$ cat src/rtl/fifo_arb_pkg.sv
// Shared types and width helpers for the FIFO write-port arbiter and the
// rotating priority picker it is built from.
package fifo_arb_pkg;

  typedef enum logic {
    IDLE  = 1'b0,
    GRANT = 1'b1
  } arb_state_t;

  // Index width for n requesters, never narrower than one bit.
  function automatic int id_width(input int n);
    return (n > 2) ? $clog2(n) : 1;
  endfunction

  // Counter wide enough to hold the value burst_max itself.
  function automatic int burst_cnt_width(input int burst_max);
    return $clog2(burst_max + 1);
  endfunction

endpackage

$ cat src/rtl/rr_priority_pick.sv
// Rotating priority encoder: returns the first set request at or above
// i_rr_ptr, wrapping past NUM_REQ-1 back to 0.
module rr_priority_pick
  import fifo_arb_pkg::*;
#(
  parameter int NUM_REQ = 4,
  parameter int ID_W    = id_width(NUM_REQ)
) (
  input  logic [NUM_REQ-1:0] i_req,
  input  logic [ID_W-1:0]    i_rr_ptr,
  output logic               o_found,
  output logic [ID_W-1:0]    o_idx
);

  // Walk from lowest to highest priority so the highest-priority hit is
  // the last one written.
  always_comb begin
    o_found = 1'b0;
    o_idx   = '0;
    for (int k = NUM_REQ - 1; k >= 0; k--) begin
      int unsigned pos;
      pos = int'(i_rr_ptr) + k;
      if (pos >= NUM_REQ) pos = pos - NUM_REQ;
      if (i_req[pos[ID_W-1:0]]) begin
        o_found = 1'b1;
        o_idx   = pos[ID_W-1:0];
      end
    end
  end

endmodule

$ cat src/rtl/fifo_wr_arbiter.sv
// Round-robin arbiter sharing one FIFO write port among NUM_REQ producers,
// with each grant limited to BURST_MAX accepted words.
module fifo_wr_arbiter
  import fifo_arb_pkg::*;
#(
  parameter int NUM_REQ    = 4,
  parameter int DATA_WIDTH = 16,
  parameter int BURST_MAX  = 4,
  parameter int ID_W       = id_width(NUM_REQ)
) (
  input  logic                          clk,
  input  logic                          rst_n,
  input  logic [NUM_REQ-1:0]            req,
  input  logic [NUM_REQ*DATA_WIDTH-1:0] data_in,
  output logic [NUM_REQ-1:0]            ack,
  output logic                          fifo_write,
  output logic [DATA_WIDTH-1:0]         fifo_data,
  input  logic                          fifo_full,
  output logic [ID_W-1:0]               grant_id,
  output logic                          busy
);

  localparam int                 CNT_W     = burst_cnt_width(BURST_MAX);
  localparam logic [CNT_W-1:0]   LAST_BEAT = CNT_W'(BURST_MAX - 1);
  localparam logic [ID_W-1:0]    LAST_ID   = ID_W'(NUM_REQ - 1);

  arb_state_t       r_state;
  logic [ID_W-1:0]  r_grant_id;
  logic [ID_W-1:0]  r_rr_ptr;
  logic [CNT_W-1:0] r_burst_cnt;

  logic             w_found;
  logic [ID_W-1:0]  w_pick;
  logic [ID_W-1:0]  w_next_ptr;
  logic             w_owner_req;
  logic             w_accept;

  rr_priority_pick #(
    .NUM_REQ (NUM_REQ),
    .ID_W    (ID_W)
  ) u_pick (
    .i_req    (req),
    .i_rr_ptr (r_rr_ptr),
    .o_found  (w_found),
    .o_idx    (w_pick)
  );

  // Write strobe and ack must see the live fifo_full: a registered write
  // would be dropped by the FIFO if full rose in the meantime.
  always_comb begin
    ack         = '0;
    fifo_data   = '0;
    w_owner_req = req[r_grant_id];
    w_accept    = (r_state == GRANT) && w_owner_req && !fifo_full;
    for (int k = 0; k < NUM_REQ; k++) begin
      if (r_grant_id == ID_W'(k)) begin
        ack[k] = w_accept;
        if (r_state == GRANT) fifo_data = data_in[k*DATA_WIDTH +: DATA_WIDTH];
      end
    end
  end

  assign w_next_ptr = (r_grant_id == LAST_ID) ? '0 : r_grant_id + 1'b1;
  assign fifo_write = w_accept;
  assign grant_id   = r_grant_id;
  assign busy       = (r_state == GRANT);

  always_ff @(posedge clk or negedge rst_n) begin
    if (!rst_n) begin
      r_state     <= IDLE;
      r_grant_id  <= '0;
      r_rr_ptr    <= '0;
      r_burst_cnt <= '0;
    end else begin
      case (r_state)
        IDLE: begin
          if (w_found) begin
            r_grant_id  <= w_pick;
            r_burst_cnt <= '0;
            r_state     <= GRANT;
          end
        end
        GRANT: begin
          if (!w_owner_req) begin
            r_state  <= IDLE;
            r_rr_ptr <= w_next_ptr;
          end else if (!fifo_full) begin
            r_burst_cnt <= r_burst_cnt + 1'b1;
            if (r_burst_cnt == LAST_BEAT) begin
              r_state  <= IDLE;
              r_rr_ptr <= w_next_ptr;
            end
          end
          // Full with request held: owner simply stalls.
        end
        default: r_state <= IDLE;
      endcase
    end
  end

endmodule

$ cat config.mk
export PLATFORM = sky130hd
export DESIGN_NAME = fifo_wr_arbiter
export DESIGN_NICKNAME = d
export VERILOG_FILES = /design/src/rtl/fifo_arb_pkg.sv /design/src/rtl/rr_priority_pick.sv /design/src/rtl/fifo_wr_arbiter.sv
export SDC_FILE = /design/constraint.sdc
export NUM_CORES = 1
export LEC_CHECK = 0
export ABC_CLOCK_PERIOD_IN_PS = 4770
export CAP_MARGIN = 5
export CORE_ASPECT_RATIO = 1.4
export CORE_UTILIZATION = 34
export DETAILED_ROUTE_END_ITERATION = 10
export MAX_ROUTING_LAYER = met4
export PLACE_DENSITY = 0.86
export SKIP_CTS_REPAIR_TIMING = 1
export SLEW_MARGIN = 20
export SYNTH_ARGS = -nofsm -noshare
export SYNTH_HDL_FRONTEND = slang
export SYNTH_HIERARCHICAL = 1
export SYNTH_SLANG_ARGS = --single-unit
$ cat constraint.sdc
create_clock -name clk -period 4.77 [get_ports clk]
set_input_delay 0.7155 -clock clk [delete_from_list [all_inputs] [get_ports clk]]
set_output_delay 0.7155 -clock clk [all_outputs]
set_load 0.02 [all_outputs]
==> impl_metrics.toml, run 1 <==
[outcome]
status = "finished clean"

[placed_design]
dp_slack_ns = 1.34
place.port_buffers = 94
gp_congestion = 0.834
dpl_cell_area_um2 = 2050
hpwl_um = 3360
dp_cells = 267

[timing]
fin_tns_setup_ns = 0
slew_headroom_pct = 37.3
slew_violations = 0
finalSetupViolCount = 0
hold_ws_ns = 0.529
skew_ns = 0.000333
final.min_clock_period_ns = 3.50
worst_pin_slew_ns = 0.940
setup_ws_ns = 1.27
hold_viol = 0
fmax_mhz = 286
grt_setup_unrepaired = "no"
fin_crit_sh_pct = 73.4

[grt]
grt_max_degree = 34
overflow = 0
grtUsageTotal_pct = 26.5
antenna_found_initial = 0
grt_first_pass_wirelength_um = 6760
grt_pass1_vias = 1338

[die]
die_y_um = 69.1
rows = 24
start_util_pct = 35.4
io_pins = 95
dieArea_um2 = 3450
design.core.area_um2 = 3090
die-width_um = 50.0

[synthesis]
synth_edf_count = 0
synthFlopType = "dfrtp_1"
synth_top_area_share_pct = 18.3
ys_types = 31
ys_ff_latch = 8
mappedNetlistArea_um2 = 1090
yosysTopAreaCell = "dfrtp_1"
netlist_instances = 144
synth_warnings = 6
synth_area_leaders = "dfrtp_1, a221oi_1, o31ai_1, nor2b_1, nand2_1"
async_flop_share_pct = 100
synth_area_per_cell_um2 = 7.60
synth_fp_nets = 221
yosysSeqAreaShare_pct = 18.3

[cells_and_area]
final_nets = 310
antenna_cells = 0
drive_gt1_share_pct = 4.33
layout_commonest_cell = "clkdlybuf4s50_1"
synthToLayoutAreaGrowth_pct = 90.6
postLayoutCellArea_um2 = 2090
stdcell_count = 270
postLayoutCoreUtil_pct = 67.5
layout_common_cells = "clkdlybuf4s50_1, nand2_1, nor2b_1"

[drt]
drc_errors = 0
drtIter0Drc = 31
vias = 1445
vias_per_cell = 5.35
routed_wl_um = 4280
final_antenna_net_count = 0
drtPass1Iterations = 4
wl_per_cell_um = 15.9

[worst_setup_path]
crit_family = "buffers and inverters"
rr_startpoint = "grant_id[0]"
cp_max_fo = 19
crit_chain = "inv_1 -> ha_1 -> nor2b_1 -> buf_4 -> a221oi_1 -> o31ai_1 -> clkdlybuf4s50_1"
slowest_stage = "clkdlybuf4s50_1"
crit_required_ns = 4.05
start_kind = "flip-flop"
r2r-end = "r_rr_ptr[1]"
arrival_ns = 2.79
end_kind = "primary output"
worstRegToRegCells = 3
crit_type = "flip-flop to primary output"
critPathMaxStageDelay_ns = 0.68
reg2reg_slack_ns = 3.05
cp_num_buf_inv = 3
crit_path_start = "grant_id[1]"

[clocking]
cts_made_buffers = 3
clk_pin_slew_ns = 0.04
cts_root_buffer = "clkbuf_8"
clockBufferDepth = 2
clock-sinks = 8
tritoncts = "yes"
clkLatencyLatePin_ns = 0.23
cts_htree_levels = 1

[pwr]
p_int_uw = 590
sw_frac_of_total_pct = 47.5
clockPowerShare_pct = 7.0
power_density_nw_per_um2 = 538
p_sw_uw = 533
combPwrFrac_pct = 80.0
seq_power_share_pct = 13.0
power_mw = 1.12
leakage_nw = 0.777
vdd_drop_max_mv = 0.437

[min_path]
min_path_type = "flip-flop to flip-flop"
hp-start = "r_burst_cnt[2]"
min_to = "r_burst_cnt[2]"
hold_depth = 2

[run]
cap_violations = 0
## final cells by class
class | instances | area (um2)
tap | 39 | 48.8
sequential | 8 | 200
fill | 276 | 1010
timing repair buffer | 95 | 948
multi-input combinational | 119 | 826
clock buffer | 3 | 41.3
inverter | 6 | 22.5
## per-layer routing
| layer | routed length [um] | global-route usage [%] | vias up | part of all wire [%] |
|---|---|---|---|---|
| li1 | - | - | 710 | - |
| met1 | 1900 | 32.1 | 664 | 44 |
| met2 | 2030 | 41.7 | 65 | 47 |
| met3 | 277 | 5.30 | 6 | 6.5 |
| met4 | 76 | 11.7 | 0 | 1.8 |
| met5 | 0 | - | - | 0 |
## how the worst max path moves through the flow
stage | end | slack [ns] | depth (start not counted)
after floorplan | fifo_data[0] | 1.99 | 7
after global placement | ack[2] | 1.37 | 5
after detailed placement | ack[0] | 1.34 | 5
after CTS | fifo_data[12] | 1.24 | 7
after global routing | fifo_data[12] | 1.09 | 5
final | fifo_data[12] | 1.27 | 7
## power groups by stage
| stage | combinational, mW | clock [mW] | sequential [mW] |
|---|---|---|---|
| 6_report | 0.899 | 0.0784 | 0.146 |
| 5_1_grt | 0.967 | 0.0865 | 0.152 |
| 4_1_cts | 0.905 | 0.0813 | 0.145 |
| 3_5_place_dp | 0.901 | 0 | 0.146 |
| 3_3_place_gp | 0.895 | 0 | 0.144 |
| 2_1_floorplan | 0.533 | 0 | 0.143 |
## synthesized netlist by cell type, types with 3 or more instances
library cell / count
o31ai_1: 16
o21ai_0: 3
nor2b_1: 19
a221oi_1: 16
ha_1: 6
dfrtp_1: 8
nand2_1: 23
inv_1: 6
and2_1: 6
clkbuf_1: 9
nor2_1: 5
nand2b_1: 4
## worst reg2reg max path: cells and delay by family (launching register included)
family / cells / cell delay (ns)
AO/OA/AOI/OAI: 1 / 0.19
multiplexers: 2 / 0.96
flip-flops: 1 / 0.45
## flip-flops by register name (all words and copies together) (netlist names)
name,cells
r_burst_cnt,3
busy,1
r_rr_ptr,2
grant_id,2
## kinds of logic (layout without fill, tap and decap cells)
logic type,Yosys count,count (layout),share of synthesized area [%]
buffers and inverters,17,104,6.29
multiplexers,4,4,5.03
AND/OR/NAND/NOR,64,64,30.6
flip-flops,8,8,18.3
adder cells (fa/ha/maj),6,6,6.86
AO/OA/AOI/OAI,45,45,32.9
Power figures use the tool's default switching activity.
==> inputs of run 2 (changes only) <==
Settings changed: ABC_CLOCK_PERIOD_IN_PS 4770 to 2950, CORE_UTILIZATION 34 to 29, PLACE_DENSITY 0.86 to 0.78.
Clock period 4.77 ns to 2.95 ns, I/O delays scaled along.
==> run 2 against run 1 <==
  * Sequential power grew 45%
  * Critical path depth decreased by 1
  * Critical endpoint is now fifo_data[15]
  * Largest cell class unchanged
  * Routed wire length is 8.3% lower
  * Combinational power up 74%
  * Via count fell by 1.8%
  * Critical path type unchanged
  * First-iteration DRC count decreased by 52%
  * Global-route usage fell by 7.1 points
  * Power is 69% higher
==> impl_metrics.toml, run 2 (same netlist as run 1, synthesis figures left out) <==
[die]
die_y_um = 74.7
io_pins = 95
design.core.area_um2 = 3640
start_util_pct = 30.0
rows = 26
die-width_um = 53.9
dieArea_um2 = 4030

[grt]
use_met1_pct = 19.5
grtUsageTotal_pct = 19.4
grt_pass1_vias = 1232
grt_use_met3_pct = 5.66
grt_max_degree = 19
overflow = 0
grt_first_pass_wirelength_um = 5580
antenna_found_initial = 0
grt_use_met2_pct = 34.7
busiest_layer = "met2"

[worst_setup_path]
cp_max_fo = 12
end_kind = "primary output"
crit_required_ns = 2.51
cp_num_buf_inv = 3
critPathMaxStageDelay_ns = 0.64
crit_type = "flip-flop to primary output"
crit_family = "buffers and inverters"
arrival_ns = 2.37
slowest_stage = "clkdlybuf4s50_1"
crit_chain = "inv_1 -> ha_1 -> buf_4 -> nor2b_1 -> o31ai_1 -> clkdlybuf4s50_1"
start_kind = "flip-flop"

[cells_and_area]
antenna_cells = 0
synthToLayoutAreaGrowth_pct = 99.2
final_nets = 319
largest_register_ffs = 3
layout_commonest_cell = "clkdlybuf4s50_1"
regMostFlops = "r_burst_cnt"
layout_common_cells = "clkdlybuf4s50_1, nand2_1, nor2b_1"
drive_gt1_share_pct = 8.33
postLayoutCoreUtil_pct = 59.9

[timing]
grt_setup_unrepaired = "no"
slew_violations = 0
fin_crit_sh_pct = 95.2
worst_pin_slew_ns = 0.393
finalSetupViolCount = 0
slew_headroom_pct = 73.8
hold_viol = 0
final.min_clock_period_ns = 2.81
fin_tns_setup_ns = 0
skew_ns = 0.000177
fmax_mhz = 356
hold_ws_ns = 0.504

[pwr]
seq_power_share_pct = 11.2
leakage_nw = 0.870
power_density_nw_per_um2 = 870
p_sw_uw = 859
clockPowerShare_pct = 6.7
p_int_mw = 1.04
vdd_drop_max_mv = 0.614
sw_frac_of_total_pct = 45.2
combPwrFrac_pct = 82.1

[drt]
routed_wl_um = 3930
vias = 1419
vias_per_cell = 5.03
drc_errors = 0
final_antenna_net_count = 0
wl_per_cell_um = 13.9
drtIter0Drc = 15
drtPass1Iterations = 4

[clocking]
clock-sinks = 8
clk_pin_slew_ns = 0.04
cts_made_buffers = 3
cts_root_buffer = "clkbuf_8"
cts_htree_levels = 1
clkLatencyLatePin_ns = 0.22
tritoncts = "yes"
clockBufferDepth = 2

[run]
cap_violations = 0

[min_path]
min_path_type = "primary input to async pin"

[placed_design]
place.port_buffers = 94
hpwl_um = 3080
gp_congestion = 0.804

[outcome]
status = "finished clean"
run 2: final timing paths:
check / slack, ns / end / cells after the start / startpoint
worst min register to register: 0.53 / r_burst_cnt[1] / 2 / r_burst_cnt[1]
worst max-delay path: 0.14 / fifo_data[15] / 6 / grant_id[0]
min in group clk: 0.53 / r_burst_cnt[1] / 2 / r_burst_cnt[1]
worst max register to register: 1.18 / r_rr_ptr[1] / 4 / grant_id[0]
worst min-delay path: 0.50 / r_burst_cnt[2] / 1 / rst_n
max in group asynchronous: 2.18 / grant_id[0] / 1 / rst_n
run 2: power by group through the flow:
stage	registers, mW	logic, mW	clock network (mW)
after floorplan	0.231	0.862	0
after global placement	0.210	1.57	0
after detailed placement	0.212	1.57	0
after CTS	0.213	1.58	0.131
after global routing	0.220	1.69	0.133
final	0.212	1.56	0.127
run 2: layout make-up:
| type | instances | area, um2 |
|---|---|---|
| flip-flops and latches | 8 | 200 |
| repair buffers | 104 | 1040 |
| multi-input cells | 119 | 828 |
| clock buffers | 3 | 41.3 |
| inverters | 6 | 22.5 |
| well taps | 42 | 52.6 |
| fillers | 335 | 1460 |
run 2: worst register-to-register path, cell delays in order (launching register included):
cell,delay [ns]
dfrtp_1,0.45
mux4_2,0.55
buf_4,0.18
a21boi_2,0.14
mux2_1,0.33
run 2: metal layers:
| layer | share of wire [%] | vias up |
|---|---|---|
| met3 | 12 | 5 |
| met1 | 37 | 623 |
| met4 | 1.2 | 0 |
| met2 | 49 | 63 |
| li1 | - | 728 |
| met5 | 0 | - |
run 2: stage by stage:
step | total power [mW] | instances | cell area, um2 | worst slack, ns
finish | 1.90 | 282 | 2180 | 0.140
detailed placement | 1.78 | 279 | 2130 | 0.136
floorplan | 1.09 | 144 | 1090 | 0.440
global route | 2.04 | 282 | 2180 | 0.00505
global placement | 1.78 | 279 | 2130 | 0.158
CTS | 1.92 | 282 | 2170 | 0.0228
==> inputs of run 3 (changes only) <==
Settings changed: CORE_MARGIN set to 3.
==> run 3 against run 2 <==
  * Critical path type unchanged
  * Via count is 2.6% higher
  * Fmax shrank 0.16%
  * Worst hold slack better by 0.0066 ns
==> impl_metrics.toml, run 3 (same netlist as run 1, synthesis figures left out) <==
[outcome]
status = "finished clean"

[die]
dieArea_um2 = 4560
die_y_um = 78.7
io_pins = 95
design.core.area_um2 = 3500
die-width_um = 57.9
rows = 25
start_util_pct = 31.3

[drt]
routed_wl_um = 4240
drtPass1Iterations = 4
drtIter0Drc = 73
drc_errors = 0
vias_per_cell = 5.22
final_antenna_net_count = 0
wl_per_cell_um = 15.2
vias = 1456

[cells_and_area]
layout_commonest_cell = "clkdlybuf4s50_1"
drive_gt1_share_pct = 7.53
postLayoutCoreUtil_pct = 62.0
regMostFlops = "r_burst_cnt"
antenna_cells = 0
layout_common_cells = "clkdlybuf4s50_1, nand2_1, nor2b_1"
final_nets = 318
synthToLayoutAreaGrowth_pct = 98.5
largest_register_ffs = 3
stdcell_count = 279

[pwr]
sw_frac_of_total_pct = 46.3
power_density_nw_per_um2 = 878
power_mw = 1.91
seq_power_share_pct = 11.4
vdd_drop_max_mv = 0.696
combPwrFrac_pct = 81.4
p_int_mw = 1.03
p_sw_uw = 883
leakage_nw = 0.895
clockPowerShare_pct = 7.3

[clocking]
cts_root_buffer = "clkbuf_8"
cts_made_buffers = 3
clk_pin_slew_ns = 0.04
cts_htree_levels = 1
clock-sinks = 8
clkLatencyLatePin_ns = 0.24
tritoncts = "yes"
clockBufferDepth = 2

[placed_design]
hpwl_um = 3260
place.port_buffers = 94
dp_cells = 276
gp_congestion = 0.848

[grt]
grt_max_degree = 25
grt_first_pass_wirelength_um = 6480
antenna_found_initial = 0
grtUsageTotal_pct = 18.5
grt_pass1_vias = 1419
overflow = 0

[timing]
fin_crit_sh_pct = 95.4
finalSetupViolCount = 0
fmax_mhz = 355
hold_viol = 0
grt_setup_unrepaired = "no"
fin_tns_setup_ns = 0
slew_headroom_pct = 71.9
skew_ns = 0.00197
slew_violations = 0
worst_pin_slew_ns = 0.420
final.min_clock_period_ns = 2.81

[worst_setup_path]
start_kind = "flip-flop"
r2r-end = "r_rr_ptr[1]"
arrival_ns = 2.37
crit_type = "flip-flop to primary output"
crit_required_ns = 2.51
cp_max_fo = 12
reg2reg_slack_ns = 1.14
rr_startpoint = "grant_id[0]"
end_kind = "primary output"
worstRegToRegCells = 4

[min_path]
min_path_type = "primary input to async pin"

[run]
cap_violations = 0
[run 3: cell count changes in the layout (fill, tap and decap cells not counted), sizes merged]
cell / previous run / this run
buf: 10 / 9
clkdlybuf4s50: 91 / 89
dlymetal6s2s: 3 / 5
[run 3: how the worst max path moves through the flow]
stage          cells past startpoint            end  slack, ns         from
3_3_place_gp                       5         ack[0]       0.20       req[2]
3_5_place_dp                       5         ack[1]       0.18       req[3]
5_1_grt                            7   fifo_data[2]     0.0006  grant_id[0]
2_1_floorplan                      7   fifo_data[0]       0.44  grant_id[1]
4_1_cts                            5  fifo_data[12]       0.04  grant_id[0]
6_report                           5   fifo_data[2]       0.14  grant_id[0]
[run 3: area by class of cell]
class / count / area, um2
Clock buffer: 3 / 41.3
Timing Repair Buffer: 103 / 1030
Sequential cell: 8 / 200
Fill cell: 318 / 1330
Inverter: 6 / 22.5
Multi-Input combinational cell: 119 / 826
Tap cell: 40 / 50.0
[run 3: metrics by stage]
step	hold WS [ns]	area, um2	worst slack [ns]
6_report	0.510	2170	0.136
5_1_grt	0.523	2170	0.000646
4_1_cts	0.511	2160	0.0382
3_5_place_dp	0.534	2120	0.177
3_3_place_gp	0.512	2120	0.196
2_1_floorplan	0.147	1090	0.440
[run 3: critical path: stages, from the launching register on]
cell	delay, ns
dfrtp_1	0.46
ha_1	0.28
nand2b_1	0.29
buf_12	0.22
o31ai_1	0.24
clkdlybuf4s50_1	0.65
[run 3: power by group through the flow]
stage | registers (mW) | clock network, mW | logic [mW]
after floorplan | 0.231 | 0 | 0.862
after global placement | 0.214 | 0 | 1.57
after detailed placement | 0.218 | 0 | 1.57
after CTS | 0.216 | 0.139 | 1.58
after global routing | 0.226 | 0.144 | 1.68
final | 0.217 | 0.139 | 1.55
[run 3: layer usage]
layer  vias to the layer above  routed length (um)  GRT usage (%)
li1                        727                   -              -
met1                       646                1710           20.1
met2                        76                2050           33.0
met3                         7                 428           3.09
met4                         0                  60           6.73
met5                         -                   0              -
